--- src/rtl/fm_operand_classify_pkg.sv ---
// Shared types for the FP multiplier operand-classification stage: per-operand class,
// per-pair flag bundle, handshake state encoding and default field widths.
package fm_operand_classify_pkg;

  localparam int WIDTH_DEF = 32;
  localparam int WEXP_DEF  = 8;
  localparam int WSIG_DEF  = 23;
  localparam int CNTW_DEF  = 16;

  typedef struct packed {
    logic iszero;
    logic isinf;
    logic isnan;
    logic issnan;
    logic isdenorm;
  } op_class_t;

  typedef struct packed {
    logic zero;
    logic infinity;
    logic aisnan;
    logic bisnan;
    logic snan;
    logic adenorm;
    logic bdenorm;
  } pair_flags_t;

  typedef enum logic [1:0] {
    ST_EMPTY = 2'd0,
    ST_ONE   = 2'd1,
    ST_FULL  = 2'd2
  } skid_state_t;

  // zero/infinity/snan are pair-level ORs; NaN and denormal stay per operand.
  function automatic pair_flags_t combine_flags(input op_class_t ca, input op_class_t cb);
    pair_flags_t f;
    f.zero     = ca.iszero | cb.iszero;
    f.infinity = ca.isinf | cb.isinf;
    f.aisnan   = ca.isnan;
    f.bisnan   = cb.isnan;
    f.snan     = ca.issnan | cb.issnan;
    f.adenorm  = ca.isdenorm;
    f.bdenorm  = cb.isdenorm;
    return f;
  endfunction

endpackage

--- src/rtl/fm_operand_classify_classify.sv ---
// Combinational IEEE-754 classifier for one operand magnitude (sign never affects the
// class, so only exponent and significand are presented).
module fm_operand_classify_classify
  import fm_operand_classify_pkg::*;
#(
  parameter int WEXP = WEXP_DEF,
  parameter int WSIG = WSIG_DEF,
  parameter int FTZ  = 1
) (
  input  logic [WEXP+WSIG-1:0] mag,
  output op_class_t            cls
);

  logic [WEXP-1:0] exp_f;
  logic [WSIG-1:0] sig_f;
  logic            exp_ones;
  logic            exp_zero;
  logic            sig_nz;

  assign exp_f = mag[WEXP+WSIG-1:WSIG];
  assign sig_f = mag[WSIG-1:0];

  always_comb begin
    exp_ones     = &exp_f;
    exp_zero     = ~|exp_f;
    sig_nz       = |sig_f;
    // NaN wins over infinity: the two are mutually exclusive by the sig_nz split.
    cls.isnan    = exp_ones & sig_nz;
    cls.isinf    = exp_ones & ~sig_nz;
    cls.issnan   = exp_ones & sig_nz & ~sig_f[WSIG-1];
    cls.isdenorm = exp_zero & sig_nz;
    cls.iszero   = exp_zero & (~sig_nz | (FTZ != 0));
  end

endmodule

--- src/rtl/fm_operand_classify.sv ---
// Registered operand/classification stage with valid/ready and a 2-entry skid buffer,
// feeding fm_special; also keeps a saturating count of accepted NaN pairs.
module fm_operand_classify
  import fm_operand_classify_pkg::*;
#(
  parameter int WIDTH = WIDTH_DEF,
  parameter int WEXP  = WEXP_DEF,
  parameter int WSIG  = WSIG_DEF,
  parameter int FTZ   = 1,
  parameter int CNTW  = CNTW_DEF
) (
  input  logic             clk,
  input  logic             reset,
  input  logic             in_valid,
  output logic             in_ready,
  input  logic [WIDTH-1:0] a,
  input  logic [WIDTH-1:0] b,
  output logic             out_valid,
  input  logic             out_ready,
  output logic [WIDTH-1:0] a_q,
  output logic [WIDTH-1:0] b_q,
  output logic             zero,
  output logic             infinity,
  output logic             aisnan,
  output logic             bisnan,
  output logic             snan,
  output logic             adenorm,
  output logic             bdenorm,
  output logic [CNTW-1:0]  nan_count
);

  op_class_t   cls_a;
  op_class_t   cls_b;
  pair_flags_t in_flags;

  fm_operand_classify_classify #(.WEXP(WEXP), .WSIG(WSIG), .FTZ(FTZ)) u_class_a (
    .mag (a[WIDTH-2:0]),
    .cls (cls_a)
  );

  fm_operand_classify_classify #(.WEXP(WEXP), .WSIG(WSIG), .FTZ(FTZ)) u_class_b (
    .mag (b[WIDTH-2:0]),
    .cls (cls_b)
  );

  assign in_flags = combine_flags(cls_a, cls_b);

  skid_state_t      state_q, state_d;
  logic             in_ready_q, in_ready_d;
  logic [WIDTH-1:0] main_a_q, main_a_d, main_b_q, main_b_d;
  logic [WIDTH-1:0] skid_a_q, skid_a_d, skid_b_q, skid_b_d;
  pair_flags_t      main_flags_q, main_flags_d, skid_flags_q, skid_flags_d;
  logic [CNTW-1:0]  nan_count_q, nan_count_d;
  logic             accept;
  logic             drain;

  assign accept    = in_valid & in_ready_q;
  assign out_valid = (state_q != ST_EMPTY);
  assign drain     = out_valid & out_ready;

  always_comb begin
    state_d      = state_q;
    main_a_d     = main_a_q;
    main_b_d     = main_b_q;
    main_flags_d = main_flags_q;
    skid_a_d     = skid_a_q;
    skid_b_d     = skid_b_q;
    skid_flags_d = skid_flags_q;
    nan_count_d  = nan_count_q;
    case (state_q)
      ST_EMPTY: begin
        if (accept) begin
          state_d      = ST_ONE;
          main_a_d     = a;
          main_b_d     = b;
          main_flags_d = in_flags;
        end
      end
      ST_ONE: begin
        if (accept && drain) begin
          main_a_d     = a;
          main_b_d     = b;
          main_flags_d = in_flags;
        end else if (accept) begin
          state_d      = ST_FULL;
          skid_a_d     = a;
          skid_b_d     = b;
          skid_flags_d = in_flags;
        end else if (drain) begin
          state_d = ST_EMPTY;
        end
      end
      ST_FULL: begin
        if (drain) begin
          state_d      = ST_ONE;
          main_a_d     = skid_a_q;
          main_b_d     = skid_b_q;
          main_flags_d = skid_flags_q;
        end
      end
      default: state_d = ST_EMPTY;
    endcase
    // Registered ready looks at the next state, so it never depends on out_ready combinationally.
    in_ready_d = (state_d != ST_FULL);
    if (accept && (in_flags.aisnan || in_flags.bisnan) && (nan_count_q != {CNTW{1'b1}}))
      nan_count_d = nan_count_q + 1'b1;
  end

  always_ff @(posedge clk or posedge reset) begin
    if (reset) begin
      state_q      <= ST_EMPTY;
      in_ready_q   <= 1'b1;
      main_a_q     <= '0;
      main_b_q     <= '0;
      main_flags_q <= '0;
      skid_a_q     <= '0;
      skid_b_q     <= '0;
      skid_flags_q <= '0;
      nan_count_q  <= '0;
    end else begin
      state_q      <= state_d;
      in_ready_q   <= in_ready_d;
      main_a_q     <= main_a_d;
      main_b_q     <= main_b_d;
      main_flags_q <= main_flags_d;
      skid_a_q     <= skid_a_d;
      skid_b_q     <= skid_b_d;
      skid_flags_q <= skid_flags_d;
      nan_count_q  <= nan_count_d;
    end
  end

  assign in_ready  = in_ready_q;
  assign a_q       = main_a_q;
  assign b_q       = main_b_q;
  assign zero      = main_flags_q.zero;
  assign infinity  = main_flags_q.infinity;
  assign aisnan    = main_flags_q.aisnan;
  assign bisnan    = main_flags_q.bisnan;
  assign snan      = main_flags_q.snan;
  assign adenorm   = main_flags_q.adenorm;
  assign bdenorm   = main_flags_q.bdenorm;
  assign nan_count = nan_count_q;

endmodule

--- config.mk ---
export PLATFORM = sky130hd
export DESIGN_NAME = fm_operand_classify
export DESIGN_NICKNAME = d
export VERILOG_FILES = /design/src/rtl/fm_operand_classify_pkg.sv /design/src/rtl/fm_operand_classify_classify.sv /design/src/rtl/fm_operand_classify.sv
export SDC_FILE = /design/constraint.sdc
export NUM_CORES = 1
export LEC_CHECK = 0
export BUFFER_PORTS_ARGS = -buffer_cell sky130_fd_sc_hd__buf_4
export CORE_ASPECT_RATIO = 0.5
export CORE_UTILIZATION = 49
export DETAILED_ROUTE_END_ITERATION = 6
export GPL_TIMING_DRIVEN = 1
export MAX_ROUTING_LAYER = met4
export PLACE_DENSITY_LB_ADDON = 0.15
export SYNTH_ARGS = -nofsm -noshare
export SYNTH_HDL_FRONTEND = slang
export SYNTH_SLANG_ARGS = --single-unit
--- constraint.sdc ---
create_clock -name clk -period 4.96 [get_ports clk]
set_input_delay 0.744 -clock clk [delete_from_list [all_inputs] [get_ports clk]]
set_output_delay 0.744 -clock clk [all_outputs]
set_load 0.01 [all_outputs]
==> key figures, run 1 <==
Floorplanning
  • Starting Density: approximately half
  • Core area: between 10,000 and 15,000 um^2
  • Cell row count: 30
  • Die area: about 15,000 um^2
  • Die height: 87.3 um
  • # IOs: ~160
  • DIE WIDTH: roughly 170 um

STA
  • Worst Max-Slew Pin Slew: 1.03 ns
  • Final worst slack: 2.49 ns
  • Min Tclk post-route: around 2.5 ns
  • Setup tns final: 0 ns
  • Highest clock rate: about 410 MHz
  • Slew HR: a little under a third
  • Final hold violation count: 0
  • Endpoints failing setup: 0
  • Final Cycle Share: 49.8%
  • RSZ-0062 raised after global routing: false
  • Clk_skew: around 0.011 ns
  • Slew Limit Fails: 0

Drt
  • Wirelength per Cell: about 15 um
  • Routed Antenna Nets: 0
  • Initial drt markers: 403
  • Drt pass-1 iters: 5
  • Routed wire length: approximately 17 mm
  • Via/cell ratio: 5.21
  • DRC: 0
  • DR vias: 5,629

Final layout
  • Ant diodes: 0
  • Layout cell share with drive strength beyond 1: approximately a quarter
  • Final Instance Count excl. Fillers: about 1,100
  • Most common cell after layout, fill and taps aside: nand2_1
  • Filler cell count: ~1,200
  • Post-layout instance area: 9020 um^2
  • Layout area overhead: 26.6%
  • Commonest non-fill, non-tap cells in the layout: nand2_1 (282), buf_4 (164), dfrtp_1 (160)
  • Register area: about 4000 um^2
  • Multi-input gate area: between 2000 and 3000 um^2
  • Final net count: ~940

Worst setup path
  • Critical Path End Type: flip-flop
  • Startpoint Class: flip-flop
  • Req. time, crit path: roughly 5.3 ns
  • WS Path Type: reg -> reg
  • CP max FO: 39
  • CP Data Arrival Time: between 2 and 3 ns

GRT
  • Met2 GRT Util: between 30% and 40%
  • Grt total ovfl: 0
  • First-pass GRT wire length: between 20 and 30 mm
  • Total Routing Usage GR: approximately a quarter
  • Vias in the first global route: approximately 5,400
  • Largest net degree at the start of global routing: 87
  • Antenna violations before repair: 0
  • GRT busiest layer: met2
  • M3 GR Usage: under 10%
  • Met1 usage: around 33%

Power
  • Worst VDD drop: around 0.24 mV
  • Design Power: 4.95 mW
  • Lkg Pwr: between 4 and 5 nW
  • Power per cell area: between 500 and 600 nW/um^2

Yosys
  • Post-synth EDFFs: 0
  • Synthesized area per cell: between 9 and 10 um^2
  • Syn Nets: about 800
  • Distinct cell type count after synthesis: 44
  • YS warnings: 0
  • Async S/R FF share, synth: between 90% and 100%
  • Predominant post-synthesis flop cell: dfrtp_1
  • FF+latch count, synth: between 150 and 200
  • Synthesized area: approximately 7100 um^2
  • Post-synthesis sequential area ratio: about 57%
  • Gate Count Post-Synth: 735

CTS
  • Post_cts resized: 0
  • Worst-Skew Late Latency: about 0.4 ns
  • CTS tree: done
  • CTS max path bufs: 2
  • Root buf cell: clkbuf_16
  • Clock sink total: ~160
  • Maximum level of the CTS H-tree: 4
  • Post-CTS setup buffers: 0
  • Num CTS Buffers: 17
  • Clock-pin transition on the worst setup and hold timing paths: roughly 0.070 ns
  • Hold buffers post-CTS: 0

Place
  • Placed Cells: around 1,000
  • Placed Area: between 8000 and 9000 um^2
  • Port Buffers: between 150 and 200
  • Post-detail-place hpwl: between 10 and 15 mm
  • Pre-CTS WS: ~2.2 ns
  • Placer congestion estimate: ~0.79

Run
  • Maxcap violations: 0

Run status
  • Status: complete, no violations

Hold path
  • Worst Hold Class: in -> async
==> critical path, cell delays in order (launching register included) <==
cell and delay (ns):
dfstp_2 0.56, nand2_1 0.16, nor2_1 0.34, nand2_2 0.52, buf_4 0.46, a221oi_1 0.25, nor2_1 0.06
==> path summary, 6_finish.rpt <==
kind | start | to | slack, ns | cells past startpoint
hold reg to reg | skid_b_q[29] | skid_b_q[29] | 0.48 | 2
setup reg to reg | in_ready | skid_flags_q[5] | 2.49 | 6
setup / recovery | in_ready | skid_flags_q[5] | 2.49 | 6
max in group asynchronous | reset | nan_count[15] | 3.67 | 3
min in group clk | skid_b_q[29] | skid_b_q[29] | 0.48 | 2
hold / removal | reset | a_q[21] | 0.28 | 2
==> flip-flops by register name, indices dropped and copies added (netlist names) <==
| register | count |
|---|---|
| a_q | 32 |
| adenorm | 1 |
| aisnan | 1 |
| b_q | 32 |
| bdenorm | 1 |
| bisnan | 1 |
| in_ready | 1 |
| infinity | 1 |
| nan_count | 16 |
| skid_a_q | 32 |
| skid_b_q | 32 |
| skid_flags_q | 7 |
| snan | 1 |
| state_q | 2 |
| zero | 1 |
==> Yosys cell counts, types with 6 or more instances <==
cell type  count  area (um^2)
buf_2         11         55.1
nor4_1        14         87.6
o21ai_0       71          355
dfrtp_1      160         4000
nand2_1      283         1060
buf_1          9         33.8
nor2_1         8         30.0
mux2i_1       65          651
xor2_1        14          123
nand4_1        7         43.8
inv_1          6         22.5
nand3_1        6         30.0
clkbuf_1      20         75.1
==> layer usage <==
| metal | up-vias | share of wire (%) |
|---|---|---|
| li1 | 2753 | - |
| met2 | 144 | 46 |
| met1 | 2720 | 47 |
| met5 | - | 0 |
| met3 | 12 | 5.4 |
| met4 | 0 | 0.87 |
==> metrics by stage <==
stage	hold WS (ns)	utilization, %
after floorplan	0.445	-
after global placement	0.456	60.9
after detailed placement	0.462	60.9
after CTS	0.280	65.1
after global routing	0.301	65.1
final	0.281	65.1
==> cell type report <==
cell class	count	area share, %
sequential	161	44.7
timing repair buffer	164	13.6
clock buffer	17	4.71
inverter	6	0.291
tap	192	2.66
clock inverter	15	1.87
multi-input combinational	525	32.2
==> power by group <==
part	switching (mW)	total (mW)	internal [mW]
sequential	0.308	2.16	1.85
clock	0.574	1.33	0.757
combinational	0.784	1.46	0.675
total	1.67	4.95	3.29
==> cell families (layout without fill, tap and decap cells) <==
kind of cell / Yosys count / in the layout / synth area share [%]
AOI/OAI and AO/OA: 105 / 105 / 9.41
adders and majority gates: 1 / 1 / 0.176
xor gates and xnor gates: 15 / 15 / 1.84
and+or+nand+nor: 336 / 336 / 19.3
DFF: 161 / 161 / 56.5
muxes: 68 / 68 / 9.66
buffers and inverters: 49 / 202 / 3.09
(Power assumes the default switching activity.)
==> inputs of run 2 (changes only) <==
--- a/config.mk
+++ b/config.mk
@@ -5,9 +5,10 @@
 export SDC_FILE = /design/constraint.sdc
 export NUM_CORES = 1
 export LEC_CHECK = 0
+export ABC_AREA = 1
 export BUFFER_PORTS_ARGS = -buffer_cell sky130_fd_sc_hd__buf_4
 export CORE_ASPECT_RATIO = 0.5
-export CORE_UTILIZATION = 49
+export CORE_UTILIZATION = 54
 export DETAILED_ROUTE_END_ITERATION = 6
 export GPL_TIMING_DRIVEN = 1
 export MAX_ROUTING_LAYER = met4
==> constraint.sdc (replaced) <==
create_clock -name clk -period 2.52 [get_ports clk]
set_input_delay 0.378 -clock clk [delete_from_list [all_inputs] [get_ports clk]]
set_output_delay 0.378 -clock clk [all_outputs]
set_load 0.01 [all_outputs]
==> key figures, run 2 <==
STA
  • Clk_skew: 0.0112 ns (+0.000235 ns)
  • Endpoints failing setup: 0 (unchanged)
  • Worst Max-Slew Pin Slew: 0.763 ns (-0.269 ns)
  • Min Tclk post-route: 2.09 ns (-0.380 ns)
  • Highest clock rate: 479 MHz (+18%)
  • RSZ-0062 raised after global routing: false
  • Slew HR: 49.0% (+18 points)
  • Slew Limit Fails: 0 (unchanged)
  • Setup tns final: 0 ns (unchanged)
  • Final hold violation count: 0 (unchanged)
  • Final Cycle Share: 82.9% (+33 points)

Worst setup path
  • CP dominant cell by count: nand2_1
  • Critical Path End Type: flip-flop
  • CP Data Arrival Time: 2.40 ns (-0.36 ns)
  • Startpoint Class: flip-flop
  • R2r setup slk: 0.43 ns (-2.06 ns)
  • Max stage delay cell, worst path: nor2_2
  • WS Path Type: reg -> reg
  • Worst path buffer plus inverter count: 0 (-1)
  • Req. time, crit path: 2.83 ns (-2.42 ns)
  • Worst r2r path cells: 9 (+3)
  • CP delay by family, top: simple AND/OR/NAND/NOR gates
  • CP Cell Sequence: ha_1 -> nand2_1 -> nor2_4 -> nand3_1 -> nor2_1 -> nor2_2 -> nand3_1 -> nand2_1 -> nand2_1
  • CP max FO: 18 (-54%)
  • Stages on the worst setup path: 9 (+3)
  • Largest stage delay, worst path: 0.57 ns (about the same)

CTS
  • Num CTS Buffers: 17 (unchanged)
  • Post-CTS setup buffers: 0 (unchanged)
  • Hold buffers post-CTS: 0 (unchanged)
  • Clock sink total: 161 (unchanged)
  • Worst-Skew Late Latency: 0.42 ns (about the same)
  • Clock-pin transition on the worst setup and hold timing paths: 0.07 ns (about the same)
  • Root buf cell: clkbuf_16
  • CTS max path bufs: 2 (unchanged)
  • Maximum level of the CTS H-tree: 4 (unchanged)
  • Post_cts resized: 0 (unchanged)
  • CTS tree: done

Floorplanning
  • Die height: 83.8 um (-4.0%)
  • # IOs: 157 (unchanged)
  • Die area: 13,900 um^2 (-7.9%)
  • Starting Density: 56.2% (+4.8 points)
  • DIE WIDTH: 166 um (-4.1%)
  • Cell row count: 29 (-3.3%)
  • Core area: 12,800 um^2 (-7.3%)

Drt
  • Routed Antenna Nets: 0 (unchanged)
  • Via/cell ratio: 5.36 (+2.9%)
  • Wirelength per Cell: 14.7 um (-4.4%)
  • Drt pass-1 iters: 7 (+2)
  • Initial drt markers: 564 (+40%)
  • DR vias: 6,616 (+18%)
  • DRC: 26 (+26)
  • Routed wire length: 18.2 mm (+9.2%)

Run
  • Maxcap violations: 0 (unchanged)

GRT
  • Grt total ovfl: 0 (unchanged)
  • Vias in the first global route: 6,406 (+19%)
  • Largest net degree at the start of global routing: 134 (+54%)
  • Antenna violations before repair: 0 (unchanged)
  • Total Routing Usage GR: 28.7% (+4.7 points)
  • First-pass GRT wire length: 30.3 mm (+9.6%)

Run status
  • Failing checks: DRC
  • Status: finished with violations

Final layout
  • Ant diodes: 0 (unchanged)
  • Most common cell after layout, fill and taps aside: nand2_1
  • Final net count: 1,121 (+19%)
  • Final Instance Count excl. Fillers: 1,234 (+14%)
  • Layout cell share with drive strength beyond 1: 19.5% (-5.0 points)
  • Commonest non-fill, non-tap cells in the layout: nand2_1 (386), buf_4 (163), dfrtp_1 (160)
  • Filler cell count: 1,029 (-11%)
  • Layout area overhead: 27.5%

Yosys
  • Async S/R FF share, synth: 100% (unchanged)
  • Post-synthesis sequential area ratio: 55.8% (-0.75 points)
  • Post-synth EDFFs: 0 (unchanged)
  • FF+latch count, synth: 161 (unchanged)
  • Cell with the most instances after synthesis: nand2_1
  • Commonest cells post-synth: nand2_1 (386), dfrtp_1 (160), nor2_1 (116), a31oi_1 (64), inv_1 (37)
  • Distinct cell type count after synthesis: 26 (-41%)
  • Synthesized area per cell: 7.94 um^2 (-18%)
  • Leading area contributor after synthesis: dfrtp_1
  • Syn Nets: 979 (+22%)
  • Predominant post-synthesis flop cell: dfrtp_1
  • Gate Count Post-Synth: 910 (+24%)
  • Synthesized area: 7220 um^2 (+1.4%)
  • Share of the synthesized area in the top cell type: 55.4% (-0.75 points)
  • YS warnings: 0 (unchanged)
  • Synth top area cells: dfrtp_1 (55%), nand2_1 (20%), nor2_1 (6.0%)

Power
  • Register share of total power: 42.6% (-1.1 points)
  • Sw power: 3.27 mW (+96%)
  • Design Power: 9.93 mW (+100%)
  • Lkg Pwr: 4.61 nW (-4.6%)
  • Comb pwr share: 29.8% (+0.3 points)
  • Internal Power: 6.66 mW (+100%)
  • Power per cell area: 1080 nW/um^2 (+96%)
  • Sw Share: 32.9% (-0.72 points)
  • Worst VDD drop: 0.508 mV (+110%)
  • Clock Power Share: 27.6% (+0.7 points)

Place
  • Placed Cells: 1,203 (+15%)
  • Placer congestion estimate: 0.851 (+7.5%)
  • Port Buffers: 156 (unchanged)
  • Post-detail-place hpwl: 11.8 mm (+4.9%)

Hold path
  • Worst Hold Class: in -> async
run 2: changes by cell type in the layout (fill, tap and decap cells not counted), moves of 10 or more:
cell	previous run	this run
a21oi_1	2	12
o21ai_1	2	12
nand3_1	6	27
nor4_1	14	1
inv_1	5	36
nand4_1	7	25
nand2_1	282	386
mux2i_1	65	0
o21ai_0	71	7
xor2_1	14	3
a31oi_1	1	64
nor2_1	8	116
run 2: kinds of logic after synthesis:
| kind of cell | share of synthesized area, % |
|---|---|
| and+or+nand+nor | 30.9 |
| DFF | 55.8 |
| AOI/OAI and AO/OA | 7.79 |
| buffers and inverters | 4.83 |
| xor gates and xnor gates | 0.485 |
| adders and majority gates | 0.173 |
run 2: layer usage:
metal  global-route usage [%]  vias up  part of all wire [%]
li1                         -     3213                     -
met1                     38.5     3182                    46
met2                     45.3      204                    47
met3                     4.87       17                   5.9
met4                     7.77        0                  0.94
met5                        -        -                     0
run 2: final timing paths:
check,start,end
worst max-delay path,nan_count[0],nan_count[15]
worst min-delay path,reset,skid_b_q[4]
worst max register to register,nan_count[0],nan_count[15]
min in group clk,a[6],skid_a_q[6]
worst min register to register,skid_b_q[29],skid_b_q[29]
max in group asynchronous,reset,a_q[17]
run 2: metrics by stage:
stage          area, um^2  setup slack (ns)  utilization (%)  hold WS [ns]
2_1_floorplan        7230             0.100                -         0.442
3_3_place_gp         8590             0.385             66.9         0.453
3_5_place_dp         8590             0.316             66.9         0.458
4_1_cts              9210             0.481             71.7         0.112
5_1_grt              9210             0.291             71.7         0.131
6_report             9210             0.432             71.7        0.0930
run 2: cell type report:
type                            instances  area (um^2)  area share [%]
Sequential cell                       161         4030            43.8
Multi-Input combinational cell        663         2850            31.0
Timing Repair Buffer                  169         1340            14.6
Clock buffer                           19          433            4.70
Tap cell                              170          213            2.31
Clock inverter                         12          183            1.98
Inverter                               40          156            1.70
run 2: power groups by stage:
| stage | Combinational, mW | Sequential, mW | Clock (mW) |
|---|---|---|---|
| floorplan | 1.36 | 4.42 | 0 |
| global placement | 2.90 | 4.21 | 0 |
| detailed placement | 2.98 | 4.26 | 0 |
| CTS | 3.00 | 4.22 | 2.76 |
| global route | 3.32 | 4.35 | 2.88 |
| finish | 2.96 | 4.23 | 2.74 |
